**src/rtl/uart_pkg.sv**
```systemverilog
// Shared definitions for the UART transmit buffer path.
package uart_pkg;

  localparam int unsigned UART_BYTE_W = 8;

  // Launch sequencer state encodings.
  localparam logic [0:0] TXF_IDLE      = 1'b0;
  localparam logic [0:0] TXF_WAIT_DONE = 1'b1;

endpackage

```
**src/rtl/uart_fifo_ram.sv**
```systemverilog
// Circular byte store for the UART TX buffer: storage, pointers, occupancy
// count and registered full/empty flags. Pushes while full and pops while
// empty are ignored here, so callers may present raw requests.
module uart_fifo_ram
  import uart_pkg::*;
#(
  parameter int unsigned DEPTH = 16
) (
  input  logic                         i_Clock,
  input  logic                         i_Rst_L,
  input  logic                         i_Push,
  input  logic                         i_Pop,
  input  logic [UART_BYTE_W-1:0]       i_Data,
  output logic [UART_BYTE_W-1:0]       o_Data,
  output logic                         o_Full,
  output logic                         o_Empty,
  output logic [$clog2(DEPTH):0]       o_Count_Next
);

  localparam int unsigned AW = $clog2(DEPTH);
  localparam int unsigned CW = AW + 1;

  logic [UART_BYTE_W-1:0] r_Mem [DEPTH];
  logic [AW-1:0]          r_Wr_Ptr;
  logic [AW-1:0]          r_Rd_Ptr;
  logic [CW-1:0]          r_Count;
  logic                   r_Full;
  logic                   r_Empty;
  logic                   w_Push;
  logic                   w_Pop;
  logic [CW-1:0]          w_Count_Next;

  // Qualify requests against the registered flags and form the next count.
  always_comb begin
    w_Push       = i_Push && !r_Full;
    w_Pop        = i_Pop && !r_Empty;
    w_Count_Next = r_Count + CW'(w_Push) - CW'(w_Pop);
  end

  // Pointers, count and flags; flags are registered from the next count.
  always_ff @(posedge i_Clock) begin
    if (!i_Rst_L) begin
      r_Wr_Ptr <= '0;
      r_Rd_Ptr <= '0;
      r_Count  <= '0;
      r_Full   <= 1'b0;
      r_Empty  <= 1'b1;
    end else begin
      if (w_Push) r_Wr_Ptr <= r_Wr_Ptr + AW'(1);
      if (w_Pop)  r_Rd_Ptr <= r_Rd_Ptr + AW'(1);
      r_Count <= w_Count_Next;
      r_Full  <= (w_Count_Next == CW'(DEPTH));
      r_Empty <= (w_Count_Next == '0);
    end
  end

  // Storage array; contents need no reset.
  always_ff @(posedge i_Clock) begin
    if (w_Push) r_Mem[r_Wr_Ptr] <= i_Data;
  end

  assign o_Data       = r_Mem[r_Rd_Ptr];
  assign o_Full       = r_Full;
  assign o_Empty      = r_Empty;
  assign o_Count_Next = w_Count_Next;

endmodule

```
**src/rtl/uart_tx_fifo.sv**
```systemverilog
// UART TX byte buffer and launch sequencer. Buffers host writes and hands
// bytes to the transmitter one at a time, waiting for its done pulse.
// Optional macro UART_TX_FIFO_LEVEL_EN adds o_Level and o_Almost_Full.
module uart_tx_fifo
  import uart_pkg::*;
#(
  parameter int unsigned DEPTH     = 16,
  parameter int unsigned AF_THRESH = 12
) (
  input  logic                   i_Clock,
  input  logic                   i_Rst_L,
  input  logic                   i_Wr_DV,
  input  logic [UART_BYTE_W-1:0] i_Wr_Byte,
  output logic                   o_Full,
  output logic                   o_Empty,
  output logic                   o_Overflow,
  output logic                   o_TX_DV,
  output logic [UART_BYTE_W-1:0] o_TX_Byte,
  input  logic                   i_TX_Active,
  input  logic                   i_TX_Done,
  output logic                   o_Busy
`ifdef UART_TX_FIFO_LEVEL_EN
  ,
  output logic [$clog2(DEPTH):0] o_Level,
  output logic                   o_Almost_Full
`endif
);

  localparam int unsigned CW = $clog2(DEPTH) + 1;

  if (DEPTH < 2 || (DEPTH & (DEPTH - 1)) != 0) begin : g_bad_depth
    $error("uart_tx_fifo: DEPTH must be a power of two, at least 2");
  end
  if (AF_THRESH < 1 || AF_THRESH >= DEPTH) begin : g_bad_thresh
    $error("uart_tx_fifo: AF_THRESH must lie in 1..DEPTH-1");
  end

  logic                   w_Full;
  logic                   w_Empty;
  logic [UART_BYTE_W-1:0] w_Head;
  logic [CW-1:0]          w_Count_Next;
  logic                   w_Pop;
  logic [0:0]             w_State_Next;

  logic [0:0]             r_State;
  logic                   r_TX_DV;
  logic [UART_BYTE_W-1:0] r_TX_Byte;
  logic                   r_Overflow;
  logic                   r_Busy;

  uart_fifo_ram #(
    .DEPTH(DEPTH)
  ) u_ram (
    .i_Clock      (i_Clock),
    .i_Rst_L      (i_Rst_L),
    .i_Push       (i_Wr_DV),
    .i_Pop        (w_Pop),
    .i_Data       (i_Wr_Byte),
    .o_Data       (w_Head),
    .o_Full       (w_Full),
    .o_Empty      (w_Empty),
    .o_Count_Next (w_Count_Next)
  );

  // Launch decision: pop from IDLE when the line is free, or chain the next
  // byte straight off a done pulse while waiting.
  always_comb begin
    w_Pop        = 1'b0;
    w_State_Next = r_State;
    case (r_State)
      TXF_IDLE: begin
        if (!w_Empty && !i_TX_Active) begin
          w_Pop        = 1'b1;
          w_State_Next = TXF_WAIT_DONE;
        end
      end
      TXF_WAIT_DONE: begin
        if (i_TX_Done) begin
          if (!w_Empty) w_Pop = 1'b1;
          else          w_State_Next = TXF_IDLE;
        end
      end
      default: w_State_Next = TXF_IDLE;
    endcase
  end

  // Sequencer state, transmitter handoff registers and status flags.
  always_ff @(posedge i_Clock) begin
    if (!i_Rst_L) begin
      r_State    <= TXF_IDLE;
      r_TX_DV    <= 1'b0;
      r_TX_Byte  <= '0;
      r_Overflow <= 1'b0;
      r_Busy     <= 1'b0;
    end else begin
      r_State    <= w_State_Next;
      r_TX_DV    <= w_Pop;
      if (w_Pop) r_TX_Byte <= w_Head;
      r_Overflow <= i_Wr_DV && w_Full;
      r_Busy     <= (w_Count_Next != '0) || (w_State_Next == TXF_WAIT_DONE);
    end
  end

`ifdef UART_TX_FIFO_LEVEL_EN
  logic [CW-1:0] r_Level;
  logic          r_Almost_Full;

  // Registered occupancy and almost-full indication.
  always_ff @(posedge i_Clock) begin
    if (!i_Rst_L) begin
      r_Level       <= '0;
      r_Almost_Full <= 1'b0;
    end else begin
      r_Level       <= w_Count_Next;
      r_Almost_Full <= (w_Count_Next >= CW'(AF_THRESH));
    end
  end

  assign o_Level       = r_Level;
  assign o_Almost_Full = r_Almost_Full;
`endif

  assign o_Full     = w_Full;
  assign o_Empty    = w_Empty;
  assign o_Overflow = r_Overflow;
  assign o_TX_DV    = r_TX_DV;
  assign o_TX_Byte  = r_TX_Byte;
  assign o_Busy     = r_Busy;

endmodule

```
**config.mk**
```make
export PLATFORM = sky130hd
export DESIGN_NAME = uart_tx_fifo
export DESIGN_NICKNAME = d
export VERILOG_FILES = /design/src/rtl/uart_pkg.sv /design/src/rtl/uart_fifo_ram.sv /design/src/rtl/uart_tx_fifo.sv
export SDC_FILE = /design/constraint.sdc
export NUM_CORES = 1
export LEC_CHECK = 0
export CAP_MARGIN = 20
export CELL_PAD_IN_SITES_DETAIL_PLACEMENT = 0
export CELL_PAD_IN_SITES_GLOBAL_PLACEMENT = 1
export CORE_MARGIN = 2
export CORE_UTILIZATION = 54
export CTS_BUF_LIST = sky130_fd_sc_hd__clkbuf_4 sky130_fd_sc_hd__clkbuf_8
export CTS_CLUSTER_DIAMETER = 60
export CTS_CLUSTER_SIZE = 14
export DETAILED_ROUTE_END_ITERATION = 7
export GPL_ROUTABILITY_DRIVEN = 1
export GPL_TIMING_DRIVEN = 0
export PLACE_DENSITY_LB_ADDON = 0.1
export SLEW_MARGIN = 20
export SYNTH_ARGS = -nofsm -noshare
export SYNTH_HDL_FRONTEND = slang
export SYNTH_SLANG_ARGS = --single-unit
```
**constraint.sdc**
```tcl
create_clock -name i_Clock -period 4.6 [get_ports i_Clock]
set_input_delay 1.38 -clock i_Clock [delete_from_list [all_inputs] [get_ports i_Clock]]
set_output_delay 1.38 -clock i_Clock [all_outputs]
set_load 0.02 [all_outputs]
```
==> results.cfg, run 1 <==
[synthesis]
syn_area_um2 = 6190
yosys_warnings = 0
post-synth-top-area-fraction_pct = 62.1
synth_cells = 340
synth_nets = 364
synth-async-reset-ratio_pct = 0
synth_ff_type = edfxtp_1
synth_most_common_cell = edfxtp_1
synth_area_leaders = edfxtp_1 62%, dfxtp_1 8.7%, mux4_2 8.0%, mux4_1 3.8%, mux2i_1 2.7%
avgSynthCellArea_um2 = 18.2
synth_common_cells = 128 x edfxtp_1, 27 x dfxtp_1, 22 x mux4_2
ys_seq_area_share_pct = 70.8
yosys.area.top_type = edfxtp_1
yosys_register_bits = 155
synth-edff-count = 128
ys_types = 38

[route]
drtAntennaViolNets = 0
vias = 3091
viasPerCell = 5.71
drt_pass1_iterations = 4
drtIter0Drc = 205
wl_per_cell_um = 21.7
route.detailed.drc = 0
wl_met1_um = 5090
wl_met2_um = 5850
wl_um = 11800
dr_wl_met3_um = 591
routed.top_layer = met4

[floorplanning]
dieWidth_um = 111
die_h_um = 111
pin_count = 26
core-area_um2 = 11300
rows = 39
initial_utilization_pct = 54.7
dieArea_um2 = 12300

[critical_path]
cp_num_buf_inv = 4
cp-end-kind = flip-flop
cpMaxStageDelayCell = or3b_1
cpLargestDelayFamily = adder cells
worstPathRequired_ns = 4.94
arrival_ns = 4.53
path_cells = clkdlybuf4s50_1 > or2_2 > a21oi_4 > buf_4 > ha_1 > inv_1 > ha_1 > inv_1 > fa_1 > xnor2_1 > or3b_1 > o41a_1
cpPeakStageDelay_ns = 0.43
crit_path_max_fanout = 10
critPathKind = primary input to flip-flop
critPathLaunchType = primary input

[flow_run]
max-cap-violations = 0

[finish]
stdcell_count = 541
fillCellCount = 849
area_growth_pct = 13.4
final_util_pct = 62.0
nNetsFinal = 409
diodes = 0
layout-drive-gt1-share_pct = 18.6

[clock_tree]
clock_path_buffers = 2
holdBufCountCts = 0
clock_latency_ns = 0.45
htreeDepth = 4
cts_tree = built
cts_inserted_buffers = 17
cts-root-buf = clkbuf_8
cts_setup_buffers = 0
clk_pin_slew_ns = 0.09
postCtsResizedCells = 0
clock_sink_count = 155

[pwr]
leakagePower_nw = 2.30
peakVddDrop_mv = 0.288
comb_power_share_pct = 20.2
total_power_mw = 3.28
clkPwrFrac_pct = 29.3
swShare_pct = 28.4
p_per_area_nw_per_um2 = 467
p_switching_uw = 930
internal_power_mw = 2.35
power_frac_seq_pct = 50.5

[placed_design]
io_buffers = 24
place.gp.congestion = 0.740
hpwl_um = 7720
placedCellCount = 509
dp_slack_ns = -0.0528

[grt]
grt_max_degree = 17
grt_pass1_vias = 3185
antenna_found_initial = 0
grt-ovfl-total = 0
grt_pass1_wl_um = 18000
grt_use_total_pct = 20.4

[timing]
setup_violations = 0
hold_viol_final = 0
slew_violations = 0
fin_crit_ns = 4.18
setup_slack_ns = 0.416
fin_skew_ns = 0.0102
maxSlewHeadroom_pct = 33.2
rsz0062_at_grt = false
post-route-period-util_pct = 91.0
tightest_slew_ns = 0.998
clock.fmax_mhz = 239
fin_setup_tns_ns = 0

[status]
status = finished clean

[hold_path]
hold_class = flip-flop to flip-flop
==> registers in the layout (all words and copies together), names as in the netlist <==
| name | count |
|---|---|
| u_ram.r_Mem | 128 |
| o_Overflow | 1 |
| u_ram.r_Count | 5 |
| r_State | 1 |
| u_ram.r_Wr_Ptr | 4 |
| u_ram.r_Rd_Ptr | 4 |
| o_TX_Byte | 8 |
| o_Busy | 1 |
| u_ram.o_Empty | 1 |
| o_TX_DV | 1 |
| u_ram.o_Full | 1 |
==> final timing paths <==
path,cells after the start,slack (ns),from,endpoint
min,1,0.51,u_ram.o_Full,o_Overflow
max reg2reg,11,1.42,r_State,o_Busy
min reg2reg,1,0.51,u_ram.o_Full,o_Overflow
max,12,0.42,i_TX_Active,o_Busy
==> layer usage <==
layer  global-route usage [%]  up-vias
li1                         -     1426
met1                     27.2     1556
met2                     32.7       91
met3                     5.03       18
met4                     8.31        0
met5                        0        -
==> cells in the final DEF, fill, tap and decap left out, drive strengths merged, types with 6 or more instances in the layout <==
| master | instances |
|---|---|
| inv | 17 |
| clkbuf | 25 |
| o21ai | 8 |
| mux2i | 17 |
| nor2 | 16 |
| edfxtp | 128 |
| xnor2 | 6 |
| ha | 10 |
| clkdlybuf4s50 | 24 |
| and2 | 12 |
| mux4 | 31 |
| buf | 13 |
| nor2b | 6 |
| dfxtp | 27 |
| nand2 | 8 |
| a221oi | 7 |
==> stage by stage <==
step / area [um2] / hold slack [ns]
detailed placement: 6650 / 0.492
floorplan: 6190 / 0.506
global route: 7020 / 0.525
CTS: 7020 / 0.505
finish: 7020 / 0.505
global placement: 6610 / 0.482
==> kinds of logic (layout without fill, tap and decap cells) <==
logic type / after synthesis / count (layout) / synth area share, %
AOI/OAI and AO/OA: 27 / 27 / 3.23
and+or+nand+nor: 58 / 58 / 4.89
DFF: 155 / 155 / 70.8
buffers and inverters: 30 / 88 / 2.59
xor gates and xnor gates: 10 / 10 / 1.41
muxes: 49 / 49 / 14.7
adders and majority gates: 11 / 11 / 2.34
==> layout make-up <==
| type | instances | area [um2] | area share, % |
|---|---|---|---|
| Tap cell | 143 | 179 | 2.55 |
| Sequential cell | 155 | 4380 | 62.4 |
| Inverter | 11 | 41.3 | 0.588 |
| Multi-Input combinational cell | 155 | 1670 | 23.8 |
| Buffer | 19 | 119 | 1.69 |
| Timing Repair Buffer | 26 | 255 | 3.64 |
| Clock buffer | 17 | 234 | 3.33 |
| Clock inverter | 15 | 139 | 1.98 |
==> worst register-to-register path, cell delays in order (launching register included) <==
cell and delay (ns):
dfxtp_1 0.33, or2_2 0.35, a21oi_4 0.26, buf_4 0.23
ha_1 0.24, inv_1 0.06, ha_1 0.17, inv_1 0.06
fa_1 0.39, xnor2_1 0.15, or3b_1 0.43, o41a_1 0.42
==> power groups by stage <==
stage          clock (mW)  sequential, mW  combinational, mW
6_report            0.961            1.65              0.664
5_1_grt              1.03            1.66              0.726
4_1_cts             0.980            1.65              0.668
3_5_place_dp            0            1.69              0.662
3_3_place_gp            0            1.68              0.642
2_1_floorplan           0            1.71              0.425
Power figures use the tool's default switching activity.
==> inputs of run 2 (changes only) <==
GPL_ROUTABILITY_DRIVEN = default   (was 1)
==> results of run 2 <==
No change in the layout: final DEF, timing and power equal those of run 1.
==> inputs of run 3 (changes only) <==
CORE_UTILIZATION = 55   (was 54)
clock period = 5.2 ns   (was 4.6 ns; I/O delays follow)
==> run 3 against run 2 <==
Net effect: clock skew shrank 0.0035 ns; combinational power down 13%; flip-flop and latch count is the same; global-route usage rose by 0.91 points.
==> results.cfg, run 3 (synthesized netlist as in run 1, its figures left out) <==
[critical_path]
r2r_slack_ns = 2.03
timing.rr.start = r_State
critPathKind = primary input to flip-flop
reg2regPathDepth = 11
worstPathRequired_ns = 5.54
crit_start = i_TX_Active
r2r-end = o_Busy
cp-end-kind = flip-flop
crit_path_max_fanout = 10
arrival_ns = 4.71
critPathLaunchType = primary input

[route]
wl_um = 11500
vias = 3070
wl_per_cell_um = 21.4
route.detailed.drc = 0
drt_pass1_iterations = 4
drtAntennaViolNets = 0
viasPerCell = 5.72
drtIter0Drc = 208

[pwr]
comb_power_share_pct = 18.8
clkPwrFrac_pct = 33.5
p_switching_uw = 755
total_power_mw = 3.07
swShare_pct = 24.6
leakagePower_nw = 2.35
internal_power_mw = 2.31
peakVddDrop_mv = 0.270
power_frac_seq_pct = 47.7
p_per_area_nw_per_um2 = 432

[placed_design]
place.gp.congestion = 0.722
io_buffers = 24
hpwl_um = 7620

[hold_path]
min_from = u_ram.o_Full
holdPathEnd = o_Overflow
hold_class = flip-flop to flip-flop
hold_depth = 1

[floorplanning]
core-area_um2 = 10900
dieWidth_um = 110
pin_count = 26
initial_utilization_pct = 56.6
die_h_um = 110
dieArea_um2 = 12100
rows = 38

[timing]
clock.fmax_mhz = 229
hold_viol_final = 0
rsz0062_at_grt = false
fin_skew_ns = 0.00675
setup_violations = 0
fin_setup_tns_ns = 0
slew_violations = 0
maxSlewHeadroom_pct = 37.8
fin_crit_ns = 4.37
post-route-period-util_pct = 84.1
tightest_slew_ns = 0.930

[finish]
final_cell_mix = 128 x edfxtp_1, 27 x dfxtp_1, 24 x clkdlybuf4s50_1, 22 x mux4_2, 20 x clkbuf_8
area_growth_pct = 14.6
final_common_cell = edfxtp_1
nNetsFinal = 408
layout-drive-gt1-share_pct = 17.9
regMostFlops = u_ram.r_Mem
diodes = 0
largest_reg_flops = 128
final_util_pct = 64.9

[clock_tree]
htreeDepth = 4
cts_inserted_buffers = 17
cts_tree = built
clk_pin_slew_ns = 0.07
clock_path_buffers = 2
cts-root-buf = clkbuf_8
holdBufCountCts = 0
postCtsResizedCells = 0
clock_sink_count = 155
cts_setup_buffers = 0
clock_latency_ns = 0.45

[grt]
grt-ovfl-total = 0
grt_pass1_vias = 3181
grt_use_total_pct = 21.3
grt_max_degree = 17
antenna_found_initial = 0
grt_pass1_wl_um = 17700

[flow_run]
max-cap-violations = 0

[status]
status = finished clean
==> run 3: power by group through the flow <==
| stage | clock network, mW | logic [mW] | registers [mW] |
|---|---|---|---|
| floorplan | 0 | 0.376 | 1.51 |
| global placement | 0 | 0.566 | 1.49 |
| detailed placement | 0 | 0.584 | 1.49 |
| CTS | 1.05 | 0.588 | 1.46 |
| global route | 1.11 | 0.640 | 1.47 |
| finish | 1.03 | 0.576 | 1.46 |
==> run 3: critical path, cell delays in order <==
cell             delay (ns)
clkdlybuf4s50_1        0.42
or2_2                  0.33
a21oi_4                0.25
buf_4                  0.23
ha_1                   0.25
inv_1                  0.06
ha_1                   0.17
inv_1                  0.06
fa_1                   0.39
xnor2_1                0.16
or3b_1                 0.42
o41a_1                 0.41
==> run 3: per-layer routing <==
layer  share of wire [%]  wire (um)  vias to the layer above  global-route usage, %
li1                    -          -                     1423                      -
met1                  44       5030                     1553                   28.3
met2                  50       5710                       75                   34.9
met3                 4.6        524                       19                   4.53
met4                 1.8        204                        0                   8.30
met5                   0          0                        -                      0
==> run 3: how the worst max path moves through the flow <==
stage               cells after the start  endpoint  slack [ns]
detailed placement                     12    o_Busy        0.35
CTS                                    12    o_Busy        0.82
floorplan                              11    o_Busy        1.06
global placement                       12    o_Busy        0.39
finish                                 12    o_Busy        0.83
global route                           12    o_Busy        0.65
==> run 3: final cells by class <==
class | count | area [um2]
tap | 140 | 175
timing repair buffer | 25 | 248
fill | 793 | 3830
clock inverter | 9 | 166
clock buffer | 23 | 298
buffer | 19 | 119
inverter | 11 | 41.3
sequential | 155 | 4380
multi-input combinational | 155 | 1670
==> run 3: per-stage QoR <==
| stage | hold slack [ns] | cell area [um2] | std cells | setup WS (ns) |
|---|---|---|---|---|
| final | 0.498 | 7100 | 537 | 0.827 |
| after global routing | 0.516 | 7100 | 537 | 0.649 |
| after CTS | 0.501 | 7100 | 537 | 0.821 |
| after detailed placement | 0.490 | 6640 | 505 | 0.350 |
| after global placement | 0.482 | 6610 | 504 | 0.390 |
| after floorplan | 0.506 | 6190 | 340 | 1.06 |
